**src/rtl/fb_scanout.sv**
```systemverilog
// rtl/fb_scanout.sv - screen RAM scanout: read address generation, RRRGGGBB to 4:4:4 conversion, sync alignment
module fb_scanout #(
    parameter int H_ACT  = 640,
    parameter int V_ACT  = 480,
    parameter int FB_W   = 320,
    parameter int FB_H   = 200,
    parameter int Y_OFF  = 40,
    parameter int RD_LAT = 1,
    parameter int ADDR_W = 16
) (
    input  logic              clk,
    input  logic              rst,
    input  logic              enable,
    input  logic [7:0]        border,
    input  logic [9:0]        posx,
    input  logic [9:0]        posy,
    input  logic              hsync_i,
    input  logic              vsync_i,
    output logic [ADDR_W-1:0] rd_addr,
    input  logic [7:0]        rd_data,
    output logic [3:0]        r_o,
    output logic [3:0]        g_o,
    output logic [3:0]        b_o,
    output logic              hsync_o,
    output logic              vsync_o,
    output logic              frame_done
);
    localparam int DS = RD_LAT + 1;
    localparam logic [9:0] H_ACT_V  = 10'(H_ACT);
    localparam logic [9:0] H_LAST_V = 10'(H_ACT - 1);
    localparam logic [9:0] V_ACT_V  = 10'(V_ACT);
    localparam logic [9:0] V_LAST_V = 10'(V_ACT - 1);
    localparam logic [9:0] Y_OFF_V  = 10'(Y_OFF);
    localparam logic [9:0] Y_END_V  = 10'(Y_OFF + 2 * FB_H);
    localparam logic       Y_OFF_ODD = 1'(Y_OFF % 2);
    localparam logic [ADDR_W-1:0] FB_W_A = ADDR_W'(FB_W);

    typedef enum logic [1:0] {S_OFF, S_ARMED, S_RUN} state_t;

    state_t state, state_nxt;
    logic   run_eff;

    logic frame_start, vis, in_win, is_fb, is_border, last_px, row_odd;
    logic [ADDR_W-1:0] line_base, col;

    logic [DS-1:0] p_fb, p_bd, p_run, p_done, p_hs, p_vs;
    logic [7:0]    pix;
    logic          pix_on;

    assign frame_start = (posx == 10'd0) && (posy == 10'd0);
    assign vis         = (posx < H_ACT_V) && (posy < V_ACT_V);
    assign in_win      = (posy >= Y_OFF_V) && (posy < Y_END_V);
    assign is_fb       = vis && in_win;
    assign is_border   = vis && !in_win;
    assign last_px     = (posx == H_LAST_V) && (posy == V_LAST_V);
    assign row_odd     = posy[0] ^ Y_OFF_ODD;
    assign col         = {{(ADDR_W-9){1'b0}}, posx[9:1]};

    always_ff @(posedge clk or posedge rst) begin
        if (rst) state <= S_OFF;
        else     state <= state_nxt;
    end

    always_comb begin
        state_nxt = state;
        case (state)
            S_OFF:   if (enable) state_nxt = S_ARMED;
            S_ARMED: if (!enable) state_nxt = S_OFF;
                     else if (frame_start) state_nxt = S_RUN;
            S_RUN:   if (frame_start && !enable) state_nxt = S_OFF;
            default: state_nxt = S_OFF;
        endcase
    end

    // The sample taken on the frame-start cycle already belongs to the new frame's mode.
    always_comb begin
        run_eff = (state_nxt == S_RUN);
    end

    // Each framebuffer row is shown on two lines, so the base advances after every second one.
    always_ff @(posedge clk or posedge rst) begin
        if (rst) begin
            line_base <= '0;
            rd_addr   <= '0;
        end else begin
            if (frame_start)
                line_base <= '0;
            else if (posx == H_ACT_V && in_win && row_odd)
                line_base <= line_base + FB_W_A;
            if (is_fb)
                rd_addr <= line_base + col;
        end
    end

    always_ff @(posedge clk or posedge rst) begin
        if (rst) begin
            p_fb   <= '0;
            p_bd   <= '0;
            p_run  <= '0;
            p_done <= '0;
            p_hs   <= '1;
            p_vs   <= '1;
        end else begin
            p_fb[0]   <= is_fb;
            p_bd[0]   <= is_border;
            p_run[0]  <= run_eff;
            p_done[0] <= run_eff && last_px;
            p_hs[0]   <= hsync_i;
            p_vs[0]   <= vsync_i;
            for (int i = 1; i < DS; i++) begin
                p_fb[i]   <= p_fb[i-1];
                p_bd[i]   <= p_bd[i-1];
                p_run[i]  <= p_run[i-1];
                p_done[i] <= p_done[i-1];
                p_hs[i]   <= p_hs[i-1];
                p_vs[i]   <= p_vs[i-1];
            end
        end
    end

    always_comb begin
        pix    = border;
        pix_on = 1'b0;
        if (p_run[DS-1]) begin
            if (p_fb[DS-1]) begin
                pix    = rd_data;
                pix_on = 1'b1;
            end else if (p_bd[DS-1]) begin
                pix_on = 1'b1;
            end
        end
    end

    always_ff @(posedge clk or posedge rst) begin
        if (rst) begin
            r_o        <= 4'd0;
            g_o        <= 4'd0;
            b_o        <= 4'd0;
            hsync_o    <= 1'b1;
            vsync_o    <= 1'b1;
            frame_done <= 1'b0;
        end else begin
            hsync_o    <= p_hs[DS-1];
            vsync_o    <= p_vs[DS-1];
            frame_done <= p_done[DS-1];
            if (pix_on) begin
                r_o <= {pix[7:5], pix[7]};
                g_o <= {pix[4:2], pix[4]};
                b_o <= {pix[1:0], pix[1:0]};
            end else begin
                r_o <= 4'd0;
                g_o <= 4'd0;
                b_o <= 4'd0;
            end
        end
    end
endmodule

```
**config.mk**
```make
export PLATFORM = sky130hd
export DESIGN_NAME = fb_scanout
export DESIGN_NICKNAME = d
export VERILOG_FILES = /design/src/rtl/fb_scanout.sv
export SDC_FILE = /design/constraint.sdc
export NUM_CORES = 1
export LEC_CHECK = 0
export CAP_MARGIN = 20
export CORE_ASPECT_RATIO = 1.4
export CORE_MARGIN = 2
export CORE_UTILIZATION = 47
export CTS_BUF_LIST = sky130_fd_sc_hd__clkbuf_4 sky130_fd_sc_hd__clkbuf_8 sky130_fd_sc_hd__clkbuf_16
export DETAILED_ROUTE_END_ITERATION = 8
export PLACE_DENSITY = 0.8
export SYNTH_ARGS = -nofsm -noshare
export SYNTH_HDL_FRONTEND = slang
export SYNTH_SLANG_ARGS = --single-unit
```
**constraint.sdc**
```tcl
create_clock -name clk -period 2.6 [get_ports clk]
set_input_delay 0.26 -clock clk [delete_from_list [all_inputs] [get_ports clk]]
set_output_delay 0.26 -clock clk [all_outputs]
set_load 0.01 [all_outputs]
```
==> flow_metrics.env <==
export IMPL_synth_area_leaders="dfrtp_1 46%, dfstp_2 6.5%, mux2_1 6.0%, mux2i_1 2.9%, o21ai_0 2.5%"
export IMPL_die_area_um2=5780
export IMPL_drive_gt1_share_pct=9.929
export IMPL_critPathCaptureType="flop"
export IMPL_cp_arrival_ns=2.21
export IMPL_peakVddDrop_mv=0.3423
export IMPL_drcViolationCount=0
export IMPL_required_ns=2.84
export IMPL_via_count=1922
export IMPL_grt_pass1_vias=1944
export IMPL_hp_class="primary input to asynchronous set/reset pin"
export IMPL_finalHoldViolCount=0
export IMPL_finalSetupViolCount=0
export IMPL_vias_per_cell=5.523
export IMPL_io_buffers=71
export IMPL_cts_sinks=51
export IMPL_synth_edff_count=0
export IMPL_worstPathMaxFanout=18
export IMPL_final_util_pct=65.08
export IMPL_dieWidth_um=64.83
export IMPL_numCtsBuffers=5
export IMPL_setup_ws_ns=0.6329
export IMPL_avgRoutedWirePerCell_um=15.69
export IMPL_cp_startpoint="posx[6]"
export IMPL_dp_hpwl_mm=4.246
export IMPL_p_leak_nw=1.398
export IMPL_die_y_um=89.16
export IMPL_grt_usage_pct=21.14
export IMPL_cellPowerDensity_nw_per_um2=475.7
export IMPL_clkTransAtPathRegs_ns=0.09
export IMPL_synth_largest_area_cell="dfrtp_1"
export IMPL_routed_wl_mm=5.461
export IMPL_clk_latency_ns=0.30
export IMPL_grt_pass1_wl_mm=9.204
export IMPL_fin_nets=326
export IMPL_stdcell_area_um2=3307
export IMPL_synth_seq_area_share_pct=52.72
export IMPL_max_slew_margin_pct=68.35
export IMPL_antenna_found_initial=0
export IMPL_syn2layout_area_growth_pct=35.82
export IMPL_dpl_instance_area_um2=3208
export IMPL_r2r_end="rd_addr[12]$_DFFE_PP0P_"
export IMPL_fmax_mhz=508.4
export IMPL_yosysTopAreaCellShare_pct=46.25
export IMPL_synth_ff_type="dfrtp_1"
export IMPL_dp_slack_ns=0.3015
export IMPL_dpl_cell_count=340
export IMPL_fill_cells=400
export IMPL_root_buffer="clkbuf_8"
export IMPL_hold_buffers=0
export IMPL_status="finished, final reports clean"
export IMPL_reg2reg_slack_ns=0.73
export IMPL_pin_count=72
export IMPL_cts_buffer_depth=2
export IMPL_yosysWarningCount=0
export IMPL_total_power_mw=1.573
export IMPL_regArea_um2=1284
export IMPL_timing_clock_skew_ns=0.004641
export IMPL_gp_congestion=0.8389
export IMPL_drt_initial_drc_count=67
export IMPL_ant_nets=0
export IMPL_cts_resized_gates=0
export IMPL_diodes=0
export IMPL_firstDrtPassIters=4
export IMPL_yosysUniqueCellTypes=46
export IMPL_worstRegToRegCells=5
export IMPL_setup_tns_ns=0
export IMPL_synth_async_reset_ratio_pct=100.0
export IMPL_syn_cell_area_um2=2435
export IMPL_cap_violations=0
export IMPL_syn_inst=209
export IMPL_tightest_slew_ns=0.4738
export IMPL_whs_ns=0.2683
export IMPL_gr_total_overflow=0
export IMPL_drv_slew=0
export IMPL_r2r_start="line_base[8]$_DFFE_PP0P_"
export IMPL_postCtsSetupBuffers=0
export IMPL_layout_min_cycle_time_ns=1.967
export IMPL_syn_area_per_cell_um2=11.65
export IMPL_worstSetupPathType="primary input to flop"
export IMPL_grt_max_degree=22
export IMPL_multi_input_area_um2=1060
export IMPL_period_share_pct=75.66
export IMPL_start_util_pct=47.92
export IMPL_fin_cells=348
export IMPL_tritoncts="built"
export IMPL_rows=31
export IMPL_worstSetupStartpointType="primary input"
export IMPL_synth_seq_cells=51
export IMPL_synth_nets=254
export IMPL_htreeDepth=2
export IMPL_core_area_um2=5081
export IMPL_rsz0062_at_grt="false"
[power by group]
| group | switching, mW | internal, mW |
|---|---|---|
| sequential | 0.0203 | 0.833 |
| combinational | 0.0975 | 0.139 |
| clock | 0.265 | 0.218 |
| total | 0.383 | 1.19 |
[worst max path at each step]
stage	slack (ns)	cells after the start	end
floorplan	0.80	5	rd_addr[12]$_DFFE_PP0P_
global placement	0.35	5	line_base[6]$_DFFE_PP0P_
detailed placement	0.30	5	line_base[6]$_DFFE_PP0P_
CTS	0.64	5	line_base[6]$_DFFE_PP0P_
global route	0.46	5	p_done[0]$_DFF_PP0_
finish	0.63	5	line_base[6]$_DFFE_PP0P_
[logic make-up after synthesis]
| kind of cell | share of synthesized area [%] |
|---|---|
| AO/OA/AOI/OAI | 11.41 |
| XOR/XNOR | 2.878 |
| adder cells (fa/ha/maj) | 2.056 |
| buffers and inverters | 3.751 |
| flip-flops | 52.72 |
| multiplexers | 10.28 |
| AND/OR/NAND/NOR | 16.91 |
[worst max-delay path, stage by stage]
cell and delay, ns:
clkdlybuf4s50_1 0.49, nor4_4 0.46, nand2_2 0.28, or4_1 0.56, a21oi_1 0.15
[state kept, by name, summed over array words and instances, names as in the netlist]
| name | count |
|---|---|
| b_o | 2 |
| frame_done | 1 |
| g_o | 3 |
| hsync_o | 1 |
| line_base | 10 |
| p_bd | 2 |
| p_done | 2 |
| p_fb | 2 |
| p_hs | 2 |
| p_run | 2 |
| p_vs | 2 |
| r_o | 3 |
| rd_addr | 16 |
| state | 2 |
| vsync_o | 1 |
[synthesized netlist by cell type (all sizes together), types with 2 or more instances]
master	number
mux2i	7
o21a	2
mux2	16
and2	3
nand2	8
nand4	5
clkbuf	6
or2	2
nor3b	4
nand3	2
nor4	8
buf	6
a22oi	7
nand4b	2
a21o	2
a211oi	3
nor2	4
a21oi	5
xnor2	2
o21bai	3
and4	2
dfrtp	45
inv	7
dfstp	6
o31ai	3
ha	4
nor3	4
or4	4
o21ai	12
nor2b	8
xor2	6
nand2b	2
[layer usage]
layer  part of all wire, %  up-vias  global-route usage (%)
li1                      -      909                       -
met1                    40      922                   23.88
met2                    52       85                   38.52
met3                   7.1        6                   5.542
met4                   1.1        0                   7.350
met5                     0        -                       0
[layout make-up]
cell class,count,share of cell area [%]
clock buffer,6,2.497
clock inverter,2,0.4919
inverter,7,0.7946
multi-input combinational,139,32.05
sequential,51,38.82
tap,66,2.497
timing repair buffer,77,22.85
[cell usage in the layout (no fill, tap or decap), types with 6 or more instances in the layout]
cell type	n
a22oi_1	7
buf_4	6
o21ai_0	12
dfrtp_1	45
mux2_1	13
xor2_1	6
nor2b_1	8
mux2i_1	7
clkdlybuf4s50_1	71
nand2_1	7
clkbuf_8	6
nor4_1	6
dfstp_2	6
Note: power is estimated with default switching activity, not from simulation.
